**src/rtl/muldiv_hilo.sv**
```systemverilog
// muldiv_hilo: iterative multiply/divide unit that owns the HI and LO registers.
//
// Ports
//   clk, rst_n                  clock, asynchronous active-low reset
//   mult, multu, div, divu      start strobes (one-hot or all zero)
//   mthi, mtlo                  write HI/LO from a (idle only, no start pending)
//   mfhi, mflo                  select HI/LO onto rdata
//   a, b                        rs / rt operands
//   rdata                       HI if mfhi, LO if mflo, else 0 (combinational)
//   hi, lo                      current HI/LO registers
//   busy                        operation in flight (stall request)
//   done                        one-cycle pulse after HI/LO update from an operation
//
// Build option: define MULDIV_FAST_MULT_EN to use a single-cycle multiplier
// for mult/multu (HI/LO written at the start edge, busy never asserted).
//
// state  | meaning
// IDLE   | waiting for a start strobe; mthi/mtlo accepted
// MUL    | shift-add multiply, one multiplier bit per cycle
// DIV    | restoring divide, one quotient bit per cycle

module muldiv_hilo #(
    parameter int ITER = 32
) (
    input  logic        clk,
    input  logic        rst_n,
    input  logic        mult,
    input  logic        multu,
    input  logic        div,
    input  logic        divu,
    input  logic        mthi,
    input  logic        mtlo,
    input  logic        mfhi,
    input  logic        mflo,
    input  logic [31:0] a,
    input  logic [31:0] b,
    output logic [31:0] rdata,
    output logic [31:0] hi,
    output logic [31:0] lo,
    output logic        busy,
    output logic        done
);

    localparam logic [1:0] S_IDLE = 2'd0;
    localparam logic [1:0] S_MUL  = 2'd1;
    localparam logic [1:0] S_DIV  = 2'd2;
    localparam logic [5:0] LAST   = 6'(ITER - 1);

    logic [1:0]  state_q, state_d;
    logic [5:0]  cnt_q, cnt_d;
    logic [63:0] acc_q, acc_d;
    logic [31:0] opnd_q, opnd_d;   // multiplicand (MUL) or divisor (DIV) magnitude
    logic [31:0] a_q, a_d;         // original rs, needed for divide-by-zero HI
    logic        psign_q, psign_d; // product / quotient sign
    logic        rsign_q, rsign_d; // remainder sign
    logic [31:0] hi_q, hi_d;
    logic [31:0] lo_q, lo_d;
    logic        done_q, done_d;

    logic        start, is_signed;
    logic [31:0] a_mag, b_mag;
    logic [32:0] mul_sum;
    logic [63:0] mul_next, prod_fix;
    logic [32:0] div_top;
    logic        div_ge;
    logic [31:0] div_rem;
    logic [63:0] div_next;
    logic [31:0] quo_fix, rem_fix;

    assign start     = mult | multu | div | divu;
    assign is_signed = mult | div;
    assign a_mag     = (is_signed && a[31]) ? -a : a;
    assign b_mag     = (is_signed && b[31]) ? -b : b;

    // acc = {partial product, remaining multiplier bits}; carry-out is kept
    // by shifting the 33-bit sum back into the top of the accumulator.
    assign mul_sum  = {1'b0, acc_q[63:32]} + (acc_q[0] ? {1'b0, opnd_q} : 33'd0);
    assign mul_next = {mul_sum, acc_q[31:1]};
    assign prod_fix = psign_q ? -mul_next : mul_next;

    // acc = {remainder, dividend bits shifting out / quotient bits shifting in}.
    // The shifted remainder needs 33 bits; the difference always fits in 32.
    assign div_top  = acc_q[63:31];
    assign div_ge   = div_top >= {1'b0, opnd_q};
    assign div_rem  = div_ge ? (div_top[31:0] - opnd_q) : div_top[31:0];
    assign div_next = {div_rem, acc_q[30:0], div_ge};
    assign quo_fix  = psign_q ? -div_next[31:0] : div_next[31:0];
    assign rem_fix  = rsign_q ? -div_next[63:32] : div_next[63:32];

`ifdef MULDIV_FAST_MULT_EN
    logic [63:0] fast_ax, fast_bx, fast_prod;
    // Sign-extending for mult makes the low 64 bits of the product the
    // correct two's complement result.
    assign fast_ax   = {{32{mult & a[31]}}, a};
    assign fast_bx   = {{32{mult & b[31]}}, b};
    assign fast_prod = fast_ax * fast_bx;
`endif

    always_comb begin
        state_d = state_q;
        cnt_d   = cnt_q;
        acc_d   = acc_q;
        opnd_d  = opnd_q;
        a_d     = a_q;
        psign_d = psign_q;
        rsign_d = rsign_q;
        hi_d    = hi_q;
        lo_d    = lo_q;
        done_d  = 1'b0;
        case (state_q)
            S_IDLE: begin
                if (start) begin
`ifdef MULDIV_FAST_MULT_EN
                    if (mult || multu) begin
                        hi_d   = fast_prod[63:32];
                        lo_d   = fast_prod[31:0];
                        done_d = 1'b1;
                    end else begin
                        state_d = S_DIV;
                        acc_d   = {32'd0, a_mag};
                        opnd_d  = b_mag;
                        a_d     = a;
                        psign_d = is_signed & (a[31] ^ b[31]);
                        rsign_d = is_signed & a[31];
                        cnt_d   = 6'd0;
                    end
`else
                    state_d = (mult || multu) ? S_MUL : S_DIV;
                    acc_d   = (mult || multu) ? {32'd0, b_mag} : {32'd0, a_mag};
                    opnd_d  = (mult || multu) ? a_mag : b_mag;
                    a_d     = a;
                    psign_d = is_signed & (a[31] ^ b[31]);
                    rsign_d = is_signed & a[31];
                    cnt_d   = 6'd0;
`endif
                end else begin
                    if (mthi) hi_d = a;
                    if (mtlo) lo_d = a;
                end
            end
            S_MUL: begin
                acc_d = mul_next;
                cnt_d = cnt_q + 6'd1;
                if (cnt_q == LAST) begin
                    hi_d    = prod_fix[63:32];
                    lo_d    = prod_fix[31:0];
                    done_d  = 1'b1;
                    cnt_d   = 6'd0;
                    state_d = S_IDLE;
                end
            end
            S_DIV: begin
                acc_d = div_next;
                cnt_d = cnt_q + 6'd1;
                if (cnt_q == LAST) begin
                    if (opnd_q == 32'd0) begin
                        hi_d = a_q;
                        lo_d = 32'hFFFF_FFFF;
                    end else begin
                        hi_d = rem_fix;
                        lo_d = quo_fix;
                    end
                    done_d  = 1'b1;
                    cnt_d   = 6'd0;
                    state_d = S_IDLE;
                end
            end
            default: state_d = S_IDLE;
        endcase
    end

    always_ff @(posedge clk or negedge rst_n) begin
        if (!rst_n) begin
            state_q <= S_IDLE;
            cnt_q   <= 6'd0;
            acc_q   <= 64'd0;
            opnd_q  <= 32'd0;
            a_q     <= 32'd0;
            psign_q <= 1'b0;
            rsign_q <= 1'b0;
            hi_q    <= 32'd0;
            lo_q    <= 32'd0;
            done_q  <= 1'b0;
        end else begin
            state_q <= state_d;
            cnt_q   <= cnt_d;
            acc_q   <= acc_d;
            opnd_q  <= opnd_d;
            a_q     <= a_d;
            psign_q <= psign_d;
            rsign_q <= rsign_d;
            hi_q    <= hi_d;
            lo_q    <= lo_d;
            done_q  <= done_d;
        end
    end

    assign hi    = hi_q;
    assign lo    = lo_q;
    assign busy  = (state_q != S_IDLE);
    assign done  = done_q;
    assign rdata = mfhi ? hi_q : (mflo ? lo_q : 32'd0);

endmodule

```
**config.mk**
```make
export PLATFORM = sky130hd
export DESIGN_NAME = muldiv_hilo
export DESIGN_NICKNAME = d
export VERILOG_FILES = /design/src/rtl/muldiv_hilo.sv
export SDC_FILE = /design/constraint.sdc
export NUM_CORES = 1
export LEC_CHECK = 0
export ABC_CLOCK_PERIOD_IN_PS = 5300
export CAP_MARGIN = 40
export CORE_MARGIN = 3
export CORE_UTILIZATION = 55
export CTS_BUF_LIST = sky130_fd_sc_hd__clkbuf_8
export DETAILED_ROUTE_END_ITERATION = 10
export GPL_ROUTABILITY_DRIVEN = 0
export PLACE_DENSITY = 0.79
export SYNTH_ARGS = -nofsm -noshare
export SYNTH_HDL_FRONTEND = slang
export SYNTH_SLANG_ARGS = --single-unit
```
**constraint.sdc**
```tcl
create_clock -name clk -period 5.3 [get_ports clk]
set_input_delay 0.795 -clock clk [delete_from_list [all_inputs] [get_ports clk]]
set_output_delay 0.795 -clock clk [all_outputs]
set_load 0.03 [all_outputs]
```
# Word-level counts from Yosys, hierarchy flattened
# Index checks and enable logic that the tools add are counted.
# Widths: inputs -> output; s select.
[word_totals]
register_bits = 203
latch_bits = 0
ram_bits = 0
romBits = 0
inputBits = 74
mem_count = 0
[op_classes]
n_addsub = 8
multipliers = 0
div = 0
order_cmp = 1
n_eq_ne = 10
shift = 0
mux = 34
bitwise_logic = 7
n_reduce_logical = 15
[ops]
columns = ["operator", "n"]
rows = [
  ["$mux 32", 20],
  ["$pmux 32 s3", 2],
  ["$pmux 64 s3", 1],
  ["$mux 64", 2],
  ["$neg 32->32", 4],
  ["$neg 64->64", 1],
  ["$add 32x32->33", 1],
  ["$ge 33x32->1", 1],
  ["$logic_not 32->1", 1],
  ["$sub 32x32->32", 1],
  ["$mux 6", 2],
  ["$ne 2x2->1 const B", 6],
  ["$pmux 6 s2", 1],
  ["$reduce_and 5->1", 2],
  ["$reduce_and 2->1", 4],
  ["$add 6x1->6 const B", 1],
  ["$eq 6x5->1 const B", 1],
  ["$mux 2", 3],
  ["$or 1x1->1", 4],
  ["$pmux 2 s2", 1],
  ["$reduce_bool 2->1", 2],
  ["$reduce_bool 3->1", 1],
  ["$and 1x1->1", 2],
  ["$eq 2x1->1 const B", 1],
  ["8 further kinds", 10],
]

# Depth between registers and ports, before layout
[depth]
ltp_word = 7
mapped_depth = 25

# Least setup slack after synthesis
# OpenSTA, ideal clock, no wires.
[synth_timing]
kind = "reg-to-reg"
startpoint = "register acc_q[37]"
endpoint = "register hi_q[30], in the netlist hi[30]"
setup_time_ns = 0.104
arrival_ns = 5.165
required_time_ns = 5.196
path_slack_ns = 0.031
path_stages_with_launch = 22
synth_period_minus_slack_ns = 5.269
path_cell_list = "dfrtp_1 -> ha_1 -> a21o_1 -> a31o_1 -> a21o_1 -> o211ai_2 -> nand3_4 -> inv_2 -> buf_2 -> clkbuf_1 -> clkbuf_1 -> mux2i_1 -> ha_1 -> o2111ai_1 -> a2111oi_0 -> mux2i_1 -> a221oi_2 -> or3b_1 -> o31ai_1 -> xnor2_1 -> a221oi_2 -> a221oi_1"
[synth_via]
elab_chain_len = 7
word_cells_on_any_way = 12
cone_classes = "add/sub (4); order compare (1); mux (7)"
[synth_rtl]
columns = ["item", "line", "rtl"]
rows = [
  ["from (decl)", "51", "logic [63:0] acc_q, acc_d;"],
  ["from (signal assigned)", "176", "acc_q <= 64'd0;"],
  ["from (signal assigned)", "187", "acc_q <= acc_d;"],
  ["$sub 32x32->32 / $ge 33x32->1 (equally long branches)", "85, 84", ""],
  ["$mux 32", "85", "assign div_rem = div_ge ? (div_top[31:0] - opnd_q) : div_top[31:0];"],
  ["$neg 32->32", "88", "assign rem_fix = rsign_q ? -div_next[63:32] : div_next[63:32];"],
  ["$mux 32", "88", ""],
  ["$mux 32", "156", "if (opnd_q == 32'd0) begin"],
  ["$mux 32", "155", "if (cnt_q == LAST) begin"],
  ["$pmux 32 s3 (*)", "110", "case (state_q)"],
  ["to (signal assigned)", "192", "hi_q <= hi_d;"],
  ["to (decl)", "56", "logic [31:0] hi_q, hi_d;"],
]
# Every way passes the cells marked *; elsewhere a longest branch is shown, timed or not. The select of a mux whose other input is x is not followed.
# A chain may end at the register's enable or synchronous reset.

# Worst setup path after layout
[layout_timing]
startpoint = "register acc_q[40]"
endpoint = "register hi_q[30], in the netlist hi[30]"
# Same word-level chain as after synthesis.

==> summary.txt <==
Run status
  – Status: finished, final reports clean

Worst setup path
  – CP Data Required Time: 5.76 ns
  – Crit path DAT: 5.59 ns
  – Crit Path Max Fanout: 12
  – Reg2reg start: acc_q[40]
  – R2R Setup Slk: 0.17 ns
  – Worst R2R End: hi[30]
  – Startpoint types: register
  – Worst r2r path cells: 20
  – Crit Path Class: reg -> reg
  – Setup crit end kind: register

Yosys
  – Main combinational cell family by area after synthesis: compound AO/OA/AOI/OAI gates
  – Yosys warning total: 0
  – Register area share after synthesis: 25.9%
  – Simple-gate portion of the synthesized area: 22.1%
  – Post-synthesis mux area share: 2.59%
  – Top FF cell, synth: dfrtp_1
  – Synthesized area per cell: 7.47 um2
  – Mapped Nets: 2,778
  – Synth Area in XOR/XNOR: 9.68%
  – Share of async-settable or async-resettable flops after synthesis: 100%
  – Synth Area in Adders: 4.92%
  – #FFs+latches synth: 203
  – Post-synth EDFFs: 0
  – Post-synth top area share: 25.9%
  – Cells after Synth: 2,628
  – Synth area leaders: dfrtp_1 (26%), nand2_1 (7.2%), o21ai_0 (6.8%)
  – Post-synth cell types: 94
  – Mapped cell area: 19,600 um2
  – Area leader, netlist: dfrtp_1
  – Synth Area in Compound Gates: 29.6%

Power
  – Peak supply drop: 0.862 mV
  – Sw frac: 54.2%
  – Power share of the combinational group: 68.0%
  – Final Power: 15.3 mW
  – PwrDens: 666 nW/um2
  – Switching power: 8.28 mW
  – Static leakage: 9.52 nW
  – Internal power: 6.99 mW
  – Reg power frac: 20.4%
  – Clock share of power: 11.5%

Placement
  – DP HPWL: 59,900 um
  – IO Port Bufs: 171
  – Dpl ws: 0.125 ns
  – Dpl cell area: 21,900 um2
  – Placed Cells: 3,143

Detailed routing
  – Met3 Routed Length: 10,800 um
  – First drt pass iteration count: 7
  – Vias: 22,400
  – Avg WL per Cell: 24.7 um
  – Met1 Wirelength: 29,100 um
  – Detailed Route WL: 79,600 um
  – 1st-iter DRT viols: 3,075
  – Top Layer Used: met5
  – WL met2: 33,400 um
  – DRC violations left: 0
  – Antenna Nets Post-Route: 0
  – Vias per cell: 6.97

STA
  – Least-Margin Pin Slew: 0.934 ns
  – Max-slew violation count: 0
  – Setup ws final: 0.171 ns
  – Final Hold Slack: 0.255 ns
  – Fin Clk Skew: 0.0407 ns
  – Setup_tns: 0 ns
  – Final Hold Viols: 0
  – Slew Limit Headroom: 37.7%
  – Crit path time final: 5.13 ns
  – Endpoints failing setup: 0
  – Fmax: 195 MHz
  – Period Utilization, post-route: 96.8%

Finish
  – Cell Count, Final, Fillers Out: 3,216
  – Post-route design area: 22,900 um2
  – Area grow syn2layout: 16.7%
  – Nets: 2,882
  – Layout cell share with drive strength beyond 1: 9.17%
  – Post-layout util: 65.7%

CTS
  – Clk buf depth: 3
  – Clock transition at path regs: 0.07 ns
  – CTS H-tree lvls: 2
  – Clock sink count: 203
  – TritonCTS Buffers: 39
  – CTS Root Cell: clkbuf_8
  – Clock Latency Late Sink: 0.58 ns
  – CTS tree: yes

Floorplan
  – Chip Width: 195 um
  – CORE AREA: 34,900 um2
  – Die Area: 38,000 um2
  – Io pins: 172
  – Row cnt: 68
  – Die span in y: 195 um
  – Initial core utilization: 56.3%

Global routing
  – Global Route Usage Sum: 39.9%
  – Vias in the first global route: 21,100
  – Largest net degree at the start of global routing: 110
  – Grt total ovfl: 0
  – Antenna violations before repair: 3
  – Global-route wire length before repair: 121,000 um

Min path
  – Hold Path Class: in -> async

Flow run
  – Max-capacitance violation count: 0
-- state kept, by name, summed over array words and instances, names as in the netlist --
name / count
a_q: 32
acc_q: 64
cnt_q: 6
done: 1
hi: 32
lo: 32
opnd_q: 32
psign_q: 1
rsign_q: 1
state_q: 2
-- Yosys cell counts (all sizes together) (33+ instances only) --
cell type	instances
buf	35
xnor2	139
inv	65
a21oi	194
o31ai	81
nand3	36
clkbuf	162
xor2	78
dfrtp	203
a221oi	59
nand2	379
nor2	244
nor3	61
ha	74
o21ai	275
a22o	33
-- worst max-delay path by stage --
stage | start | end | slack [ns]
floorplan | acc_q[37] | hi[30] | 0.03
global placement | acc_q[0] | hi[31] | 0.31
detailed placement | opnd_q[1] | hi[30] | 0.13
CTS | acc_q[0] | hi[31] | 0.03
global route | acc_q[0] | hi[27] | -0.02
finish | acc_q[40] | hi[30] | 0.17
-- logic make-up after synthesis --
group	after synthesis
XOR/XNOR	217
multiplexers	47
buffers and inverters	263
AND/OR/NAND/NOR	941
AO/OA/AOI/OAI	881
flip-flops	203
adder cells (fa/ha/maj)	76
-- placed cells by master, fill, tap and decap left out, types with 12 or more instances in the layout --
cell type	instances
buf_4	85
a221o_1	30
clkbuf_8	48
o41ai_1	13
nand3_1	35
or4_1	19
nand2_1	378
mux2i_1	16
and2_1	19
xnor2_1	139
o21ai_0	265
a221oi_1	55
or3_1	32
a21oi_1	192
a211oi_1	20
mux2_2	30
nor4_1	27
nor3_1	55
nor2_1	241
o31ai_1	80
o211ai_1	12
ha_1	61
a31oi_1	12
a22o_1	33
a21o_1	31
o21a_1	20
and3_1	18
a22oi_1	18
nand2b_1	19
inv_1	67
dfrtp_1	200
nand4_1	31
xor2_1	78
clkdlybuf4s50_1	170
-- worst max-delay path, stage by stage (launching register included) --
cell      delay (ns)
dfrtp_1         0.45
ha_2            0.47
nand4_1         0.19
nor3_2          0.31
nand4_1         0.17
and4_1          0.33
nand3_4         0.13
buf_4           0.19
nand2_1         0.07
o21ai_0         0.16
ha_2            0.29
nor3b_1         0.20
nand2_1         0.10
nor3_1          0.16
mux2i_1         0.15
a221oi_2        0.35
or3b_1          0.43
o31ai_1         0.28
xnor2_1         0.20
a221oi_2        0.09
a221oi_1        0.30
-- cell type report --
class                      instances  area, um2
multi-input combinational       2162      13700
tap                              455        569
clock buffer                      47        647
fill                            3021      12000
timing repair buffer             260       2440
inverter                          66        251
clock inverter                    21        205
antenna                            2       5.00
sequential                       203       5080
-- layer usage --
metal | track usage [%] | up-vias
li1 | - | 9821
met3 | 12.1 | 425
met5 | 0 | -
met4 | 25.6 | 6
met2 | 58.5 | 1747
met1 | 51.1 | 10400
-- what timing repair did --
| action | 4_1_cts | 5_1_grt |
|---|---|---|
| resized for setup | 0 | 33 |
| hold buffers | 0 | 0 |
| setup buffers | 0 | 3 |
| endpoints found under the setup margin | 0 | 11 |
-- power groups by stage --
| stage | Sequential [mW] | Clock (mW) | Combinational [mW] |
|---|---|---|---|
| 2_1_floorplan | 3.06 | 0 | 6.51 |
| 3_3_place_gp | 3.04 | 0 | 9.68 |
| 3_5_place_dp | 3.08 | 0 | 9.88 |
| 4_1_cts | 3.06 | 1.75 | 9.93 |
| 5_1_grt | 3.17 | 1.82 | 11.0 |
| 6_report | 3.12 | 1.76 | 10.4 |
(Power assumes the default switching activity.)
